==> config.mk <==
export PLATFORM = sky130hd
export DESIGN_NAME = decode_stage
export DESIGN_NICKNAME = d
export VERILOG_FILES = /design/src/rtl/decode_stage.sv
export SDC_FILE = /design/constraint.sdc
export NUM_CORES = 2
export LEC_CHECK = 0
export BUFFER_PORTS_ARGS = -buffer_cell sky130_fd_sc_hd__buf_2
export CAP_MARGIN = 25
export CORE_MARGIN = 3
export CORE_UTILIZATION = 35
export CTS_BUF_LIST = sky130_fd_sc_hd__clkbuf_8
export DETAILED_ROUTE_END_ITERATION = 12
export RECOVER_POWER = 100
export SLEW_MARGIN = 25
export SYNTH_ARGS = -nofsm -noshare
export SYNTH_HDL_FRONTEND = slang
export SYNTH_SLANG_ARGS = --single-unit
==> constraint.sdc <==
create_clock -name clk -period 41.3 [get_ports clk]
set_clock_uncertainty 0.1 [all_clocks]
set_input_delay 2.065 -clock clk [delete_from_list [all_inputs] [get_ports clk]]
set_output_delay 2.065 -clock clk [all_outputs]
set_load 0.005 [all_outputs]
==> src/rtl/decode_stage.sv <==
// RV32I decode stage: instruction decode, register file with writeback bypass,
// per-register write scoreboard and a one-entry valid/ready output register.
module decode_stage #(
  parameter int unsigned XLEN = 32,
  parameter int unsigned SB_W = 2
) (
  input  logic            clk,
  input  logic            rst,
  input  logic            if_valid_i,
  output logic            if_ready_o,
  input  logic [31:0]     if_instr_i,
  input  logic [XLEN-1:0] if_pc_i,
  input  logic            flush_i,
  input  logic            wb_en_i,
  input  logic [4:0]      wb_rd_i,
  input  logic [XLEN-1:0] wb_data_i,
  output logic            id_valid_o,
  input  logic            id_ready_i,
  output logic [XLEN-1:0] id_pc_o,
  output logic [XLEN-1:0] id_rs1_val_o,
  output logic [XLEN-1:0] id_rs2_val_o,
  output logic [XLEN-1:0] id_imm_o,
  output logic [2:0]      id_imm_type_o,
  output logic [4:0]      id_rd_o,
  output logic            id_rd_we_o,
  output logic            id_illegal_o
);

  localparam int unsigned NREGS = 32;
  localparam logic [SB_W:0] SB_MAX = (SB_W+1)'((1 << SB_W) - 1);

  typedef enum logic [2:0] {
    IMM_NONE = 3'd0, IMM_I = 3'd1, IMM_U = 3'd2, IMM_S = 3'd3,
    IMM_B = 3'd4, IMM_J = 3'd5, IMM_ILL = 3'd7
  } imm_type_e;

  logic [XLEN-1:0] rf [NREGS];
  logic [SB_W-1:0] cnt [NREGS];

  logic [6:0] opcode, f7;
  logic [2:0] f3;
  logic [4:0] rd_f, rs1_f, rs2_f;
  assign opcode = if_instr_i[6:0];
  assign rd_f   = if_instr_i[11:7];
  assign f3     = if_instr_i[14:12];
  assign rs1_f  = if_instr_i[19:15];
  assign rs2_f  = if_instr_i[24:20];
  assign f7     = if_instr_i[31:25];

  imm_type_e       dec_type;
  logic            dec_ill, use_rs1, use_rs2, dec_wr, dec_rd_we;
  logic [31:0]     imm32;
  logic [XLEN-1:0] dec_imm, rs1_val, rs2_val;

  always_comb begin
    dec_type = IMM_ILL;
    dec_ill  = 1'b1;
    use_rs1  = 1'b0;
    use_rs2  = 1'b0;
    dec_wr   = 1'b0;
    case (opcode)
      7'b0110111, 7'b0010111: begin dec_type = IMM_U; dec_ill = 1'b0; dec_wr = 1'b1; end
      7'b1101111: begin dec_type = IMM_J; dec_ill = 1'b0; dec_wr = 1'b1; end
      7'b1100111: if (f3 == 3'b000) begin
        dec_type = IMM_I; dec_ill = 1'b0; use_rs1 = 1'b1; dec_wr = 1'b1;
      end
      7'b1100011: if (f3 != 3'b010 && f3 != 3'b011) begin
        dec_type = IMM_B; dec_ill = 1'b0; use_rs1 = 1'b1; use_rs2 = 1'b1;
      end
      7'b0000011: if (f3 != 3'b011 && f3 != 3'b110 && f3 != 3'b111) begin
        dec_type = IMM_I; dec_ill = 1'b0; use_rs1 = 1'b1; dec_wr = 1'b1;
      end
      7'b0100011: if (f3 == 3'b000 || f3 == 3'b001 || f3 == 3'b010) begin
        dec_type = IMM_S; dec_ill = 1'b0; use_rs1 = 1'b1; use_rs2 = 1'b1;
      end
      7'b0010011: if ((f3 != 3'b001 && f3 != 3'b101) || (f7 == 7'b0000000) ||
                      (f3 == 3'b101 && f7 == 7'b0100000)) begin
        dec_type = IMM_I; dec_ill = 1'b0; use_rs1 = 1'b1; dec_wr = 1'b1;
      end
      7'b0110011: if (f7 == 7'b0000000 ||
                      (f7 == 7'b0100000 && (f3 == 3'b000 || f3 == 3'b101))) begin
        dec_type = IMM_NONE; dec_ill = 1'b0; use_rs1 = 1'b1; use_rs2 = 1'b1; dec_wr = 1'b1;
      end
      7'b0001111: if (f3 == 3'b000) begin dec_type = IMM_NONE; dec_ill = 1'b0; end
      7'b1110011: if (f3 == 3'b000 && rd_f == 5'd0 && rs1_f == 5'd0 &&
                      (if_instr_i[31:20] == 12'h000 || if_instr_i[31:20] == 12'h001)) begin
        dec_type = IMM_NONE; dec_ill = 1'b0;
      end
      default: ;
    endcase
  end

  assign dec_rd_we = dec_wr && (rd_f != 5'd0);

  always_comb begin
    case (dec_type)
      IMM_I:   imm32 = {{20{if_instr_i[31]}}, if_instr_i[31:20]};
      IMM_U:   imm32 = {if_instr_i[31:12], 12'b0};
      IMM_S:   imm32 = {{20{if_instr_i[31]}}, if_instr_i[31:25], if_instr_i[11:7]};
      IMM_B:   imm32 = {{19{if_instr_i[31]}}, if_instr_i[31], if_instr_i[7],
                        if_instr_i[30:25], if_instr_i[11:8], 1'b0};
      IMM_J:   imm32 = {{11{if_instr_i[31]}}, if_instr_i[31], if_instr_i[19:12],
                        if_instr_i[20], if_instr_i[30:21], 1'b0};
      default: imm32 = '0;
    endcase
  end
  assign dec_imm = XLEN'(signed'(imm32));

  // Same-cycle writeback data wins over the stored register value.
  always_comb begin
    rs1_val = '0;
    rs2_val = '0;
    if (rs1_f != 5'd0) rs1_val = (wb_en_i && wb_rd_i == rs1_f) ? wb_data_i : rf[rs1_f];
    if (rs2_f != 5'd0) rs2_val = (wb_en_i && wb_rd_i == rs2_f) ? wb_data_i : rf[rs2_f];
  end

  logic hazard, sat, busy1, busy2, pend, hs, accept;
  logic [SB_W:0] rd_load;

  always_comb begin
    busy1 = (rs1_f != 5'd0) &&
            ((cnt[rs1_f] > SB_W'(wb_en_i && wb_rd_i == rs1_f)) ||
             (id_valid_o && id_rd_we_o && id_rd_o == rs1_f));
    busy2 = (rs2_f != 5'd0) &&
            ((cnt[rs2_f] > SB_W'(wb_en_i && wb_rd_i == rs2_f)) ||
             (id_valid_o && id_rd_we_o && id_rd_o == rs2_f));
    hazard = (use_rs1 && busy1) || (use_rs2 && busy2);
    // The producer still in the output register is counted so cnt can never wrap.
    pend    = id_valid_o && id_rd_we_o && (id_rd_o == rd_f);
    rd_load = {1'b0, cnt[rd_f]} + (SB_W+1)'(pend);
    sat     = dec_rd_we && (rd_load >= SB_MAX);
  end

  assign if_ready_o = !hazard && !sat && (!id_valid_o || id_ready_i) && !flush_i;
  assign accept     = if_valid_i && if_ready_o;
  assign hs         = id_valid_o && id_ready_i && id_rd_we_o;

  always_ff @(posedge clk or posedge rst) begin
    if (rst) begin
      id_valid_o    <= 1'b0;
      id_pc_o       <= '0;
      id_rs1_val_o  <= '0;
      id_rs2_val_o  <= '0;
      id_imm_o      <= '0;
      id_imm_type_o <= '0;
      id_rd_o       <= '0;
      id_rd_we_o    <= 1'b0;
      id_illegal_o  <= 1'b0;
    end else begin
      if (flush_i)         id_valid_o <= 1'b0;
      else if (accept)     id_valid_o <= 1'b1;
      else if (id_ready_i) id_valid_o <= 1'b0;
      if (accept) begin
        id_pc_o       <= if_pc_i;
        id_rs1_val_o  <= rs1_val;
        id_rs2_val_o  <= rs2_val;
        id_imm_o      <= dec_imm;
        id_imm_type_o <= dec_type;
        id_rd_o       <= rd_f;
        id_rd_we_o    <= dec_rd_we;
        id_illegal_o  <= dec_ill;
      end
    end
  end

  always_ff @(posedge clk or posedge rst) begin
    if (rst) begin
      for (int unsigned i = 0; i < NREGS; i++) rf[i] <= '0;
    end else if (wb_en_i && wb_rd_i != 5'd0) begin
      rf[wb_rd_i] <= wb_data_i;
    end
  end

  logic [NREGS-1:0] sb_inc, sb_dec;
  always_comb begin
    sb_inc = '0;
    sb_dec = '0;
    if (hs)      sb_inc[id_rd_o] = 1'b1;
    if (wb_en_i) sb_dec[wb_rd_i] = 1'b1;
  end

  always_ff @(posedge clk or posedge rst) begin
    if (rst) begin
      for (int unsigned i = 0; i < NREGS; i++) cnt[i] <= '0;
    end else begin
      for (int unsigned i = 1; i < NREGS; i++) begin
        if (sb_inc[i] && !sb_dec[i])                        cnt[i] <= cnt[i] + 1'b1;
        else if (sb_dec[i] && !sb_inc[i] && cnt[i] != '0)   cnt[i] <= cnt[i] - 1'b1;
      end
    end
  end

endmodule

==> results.md <==
* Status: complete, but fails checks
* Failing checks: capacitance limit, slew limit
* Worst slew margin at -472%
* Mapped Cells at 4391
* Depth of the CTS H-tree at 4
* P_int at 0.00243 W
* Total core area at 0.186 mm^2
* Syn Std Cell Area at 0.0655 mm^2
* Remaining DRCs at 0
* CTS max path bufs at 3
* P&R area growth vs syn at 11.1%
* Area of the multi-input gates at 0.0329 mm^2
* Share of flip-flops with an asynchronous set or reset at 100%
* Clock share of power at 33.0%
* Num CTS Buffers at 202
* Metal3 WL at 14500 um
* Setup tns final at 0 ps
* Worst Hold Path EP: rf[999]
* Post-Route WL at 207000 um
* Antenna violations before repair at 16
* # rows at 158
* Fillcell total at 17.3k
* Avg WL per Cell at 29.1 um
* Slowest cell on crit path: clkbuf_1
* Cell family with most CP delay: buffers and inverters
* CTS-repair resized insts at 0
* Slew @ Worst Pin at 8580 ps
* Hold_buf cts at 0
* Worst path max stage delay at 6150 ps
* Initial Utilization at 35.3%
* I/O pins at 247
* Tot GR Track Use at 21.3%
* CTS Sinks at 1225
* Detail Placement HPWL at 114000 um
* Critical R2R Launch: cnt[8]
* CP dominant cell by count: clkbuf_1
* Flop2flop setup slack at 34850 ps
* Vias at 42.4k
* Initial DRC count at 4016
* Sequence of cells on the critical path: buf_2 -> clkinvlp_2 -> clkbuf_1 -> clkbuf_1 -> clkbuf_1
* Worst EP arrival at 18700 ps
* Predominant post-synthesis flop cell: dfrtp_1
* Register area at 0.0307 mm^2
* Routed Antenna Nets at 0
* Unique masters post-synth at 67
* RSZ-0062 raised after global routing: false
* Hold WC Path Type: reg2reg
* WP data required at 40650 ps
* Combinational share of power at 20.4%
* Post-synth EDFFs at 0
* Period Utilization, post-route at 46.9%
* Critical path type: in2async
* Number of setup buffers added after CTS at 0
* Sw frac at 28.2%
* Max Cap Violations at 64
* Setup violations, final at 0
* FF-to-FF End: id_rs1_val_o[20]
* Overflow after GRT at 0
* Wire length on met2 at 99700 um
* Vias per cell at 5.97
* CP endpoint kind: async pin
* Clk_lat worst skew at 980 ps
* Post-route minimum period at 19350 ps
* Seq pwr share at 46.5%
* Crit path buf inv count at 5
* Clock tree root buffer cell: clkbuf_8
* Die width at 439 um
* GPL Wtd Cong at 0.845
* Worst vdd ir at 0.0352 mV
* Largest net degree at the start of global routing at 178
* Levels on crit path at 5
* Yosys reg bits at 1225
* YS warnings at 2
* CTS clock-pin slew for the worst setup and hold paths at 60 ps
* Post-synthesis average cell area at 14.9 um^2
* Yosys top cell area share at 46.8%
* Crit-path max FO at 156
* Share of cells above drive strength 1 at 48.2%
* Pwr/cell area at 46.5 mW/mm^2
* Die footprint at 0.192 mm^2
* Hold Crit Start: rf[999]
* First-pass iteration count of the detailed router at 5
* Routed met1 length at 85000 um
* IO Port Bufs at 246
* Fmax at 0.0517 GHz
* Hold Crit Depth at 0
* Top cell type by total area after synthesis: dfrtp_1
* Worst Setup Start Kind: input pin
* Die H at 439 um
* Worst R2R Path Depth at 11
* Vias in the first global route at 43.6k
* First-pass GRT wire length at 304000 um
* Pleak at 30.7 nW
* TritonCTS clock tree: built
* Count of pins over their slew limit at 2651
* Top Layer Used: met5
* Final Util at 39.2%
* Switch Pwr at 0.000954 W
* Final Hold Viols at 0
* Sequential area share after synthesis at 46.8%
* Top post-synthesis cells by area: dfrtp_1 (47%), mux4_2 (24%), mux2_2 (18%)
* Crit path from: rst
* Final #Nets at 4563
* Syn_nets at 4502
[per-stage QoR]
step	worst slack, ps	instances	hold WS [ps]	total power (W)	instance area (um^2)
2_1_floorplan	4620	4391	341	0.00208	65500
3_3_place_gp	32780	6721	276	0.00226	68900
5_1_grt	18580	7107	307	0.00355	72700
6_report	21950	7112	296	0.00339	72700
3_5_place_dp	32850	6725	283	0.00229	69100
4_1_cts	32820	7098	297	0.00342	73300
[cell families after synthesis]
logic type / synth area share (%)
DFF: 46.8
xor gates and xnor gates: 0.348
buffers and inverters: 3.04
adders and majority gates: 0.0764
AOI/OAI and AO/OA: 3.60
muxes: 42.7
and+or+nand+nor: 3.44
[power by group through the flow]
| stage | sequential, W | clock [W] | combinational (W) |
|---|---|---|---|
| 2_1_floorplan | 0.00155 | 0 | 0.000534 |
| 3_3_place_gp | 0.00157 | 0 | 0.000689 |
| 3_5_place_dp | 0.00159 | 0 | 0.000702 |
| 4_1_cts | 0.00157 | 0.00115 | 0.000704 |
| 5_1_grt | 0.00160 | 0.00120 | 0.000742 |
| 6_report | 0.00157 | 0.00112 | 0.000692 |
[registers in the layout, summed over array words and instances (netlist names)]
name	count
id_imm_type_o	3
id_rd_o	5
id_illegal_o	1
id_rs2_val_o	32
rf	1024
id_rs1_val_o	32
id_rd_we_o	1
id_imm_o	32
cnt	62
id_pc_o	32
id_valid_o	1
[synthesized netlist by cell type, drive strengths merged, types with 48 or more instances]
| library cell | count |
|---|---|
| a21oi | 76 |
| mux4 | 685 |
| nand3 | 48 |
| nand2 | 95 |
| dfrtp | 1225 |
| mux2 | 1080 |
| nor2 | 162 |
| clkbuf | 358 |
| nor3 | 79 |
| buf | 106 |
| o21ai | 91 |
| o22ai | 54 |
[worst max path at each step]
stage | endpoint
detailed placement | if_ready_o
global placement | if_ready_o
global route | rf[792]
finish | rf[792]
floorplan | cnt[0]
CTS | if_ready_o
[per-layer routing]
metal | vias to the layer above | GRT usage, %
li1 | 17200 | -
met3 | 450 | 3.90
met1 | 23000 | 28.4
met2 | 1810 | 34.9
met4 | 2 | 7.60
met5 | - | 0
[layout by cell type (no fill, tap or decap), types with 8 or more instances in the layout]
master	n
o22ai_1	54
a21o_1	8
a211oi_1	22
or3_1	9
nor3_1	75
buf_2	142
o21ai_0	91
dfrtp_1	1225
mux4_2	685
a221o_1	8
a21oi_1	76
a2bb2oi_1	16
o21a_1	8
buf_4	28
nor3b_1	10
xnor2_1	15
clkbuf_1	139
mux2_2	1036
nand2_1	92
and3_1	17
clkbuf_8	263
xor2_1	11
nor2_1	162
inv_1	104
diode_2	11
nand3_1	46
o31ai_1	8
a22o_1	35
mux2_1	44
nand3b_1	9
clkinv_2	23
mux2i_1	35
[final cells by class]
| type | count | area share (%) |
|---|---|---|
| Clock inverter | 110 | 0.920 |
| Inverter | 36 | 0.187 |
| Sequential cell | 1225 | 42.1 |
| Tap cell | 2480 | 4.27 |
| Multi-Input combinational cell | 2666 | 45.2 |
| Clock buffer | 263 | 4.98 |
| Antenna cell | 11 | 0.0378 |
| Timing Repair Buffer | 321 | 2.24 |
No activity file was read; power rests on OpenSTA's default activity.
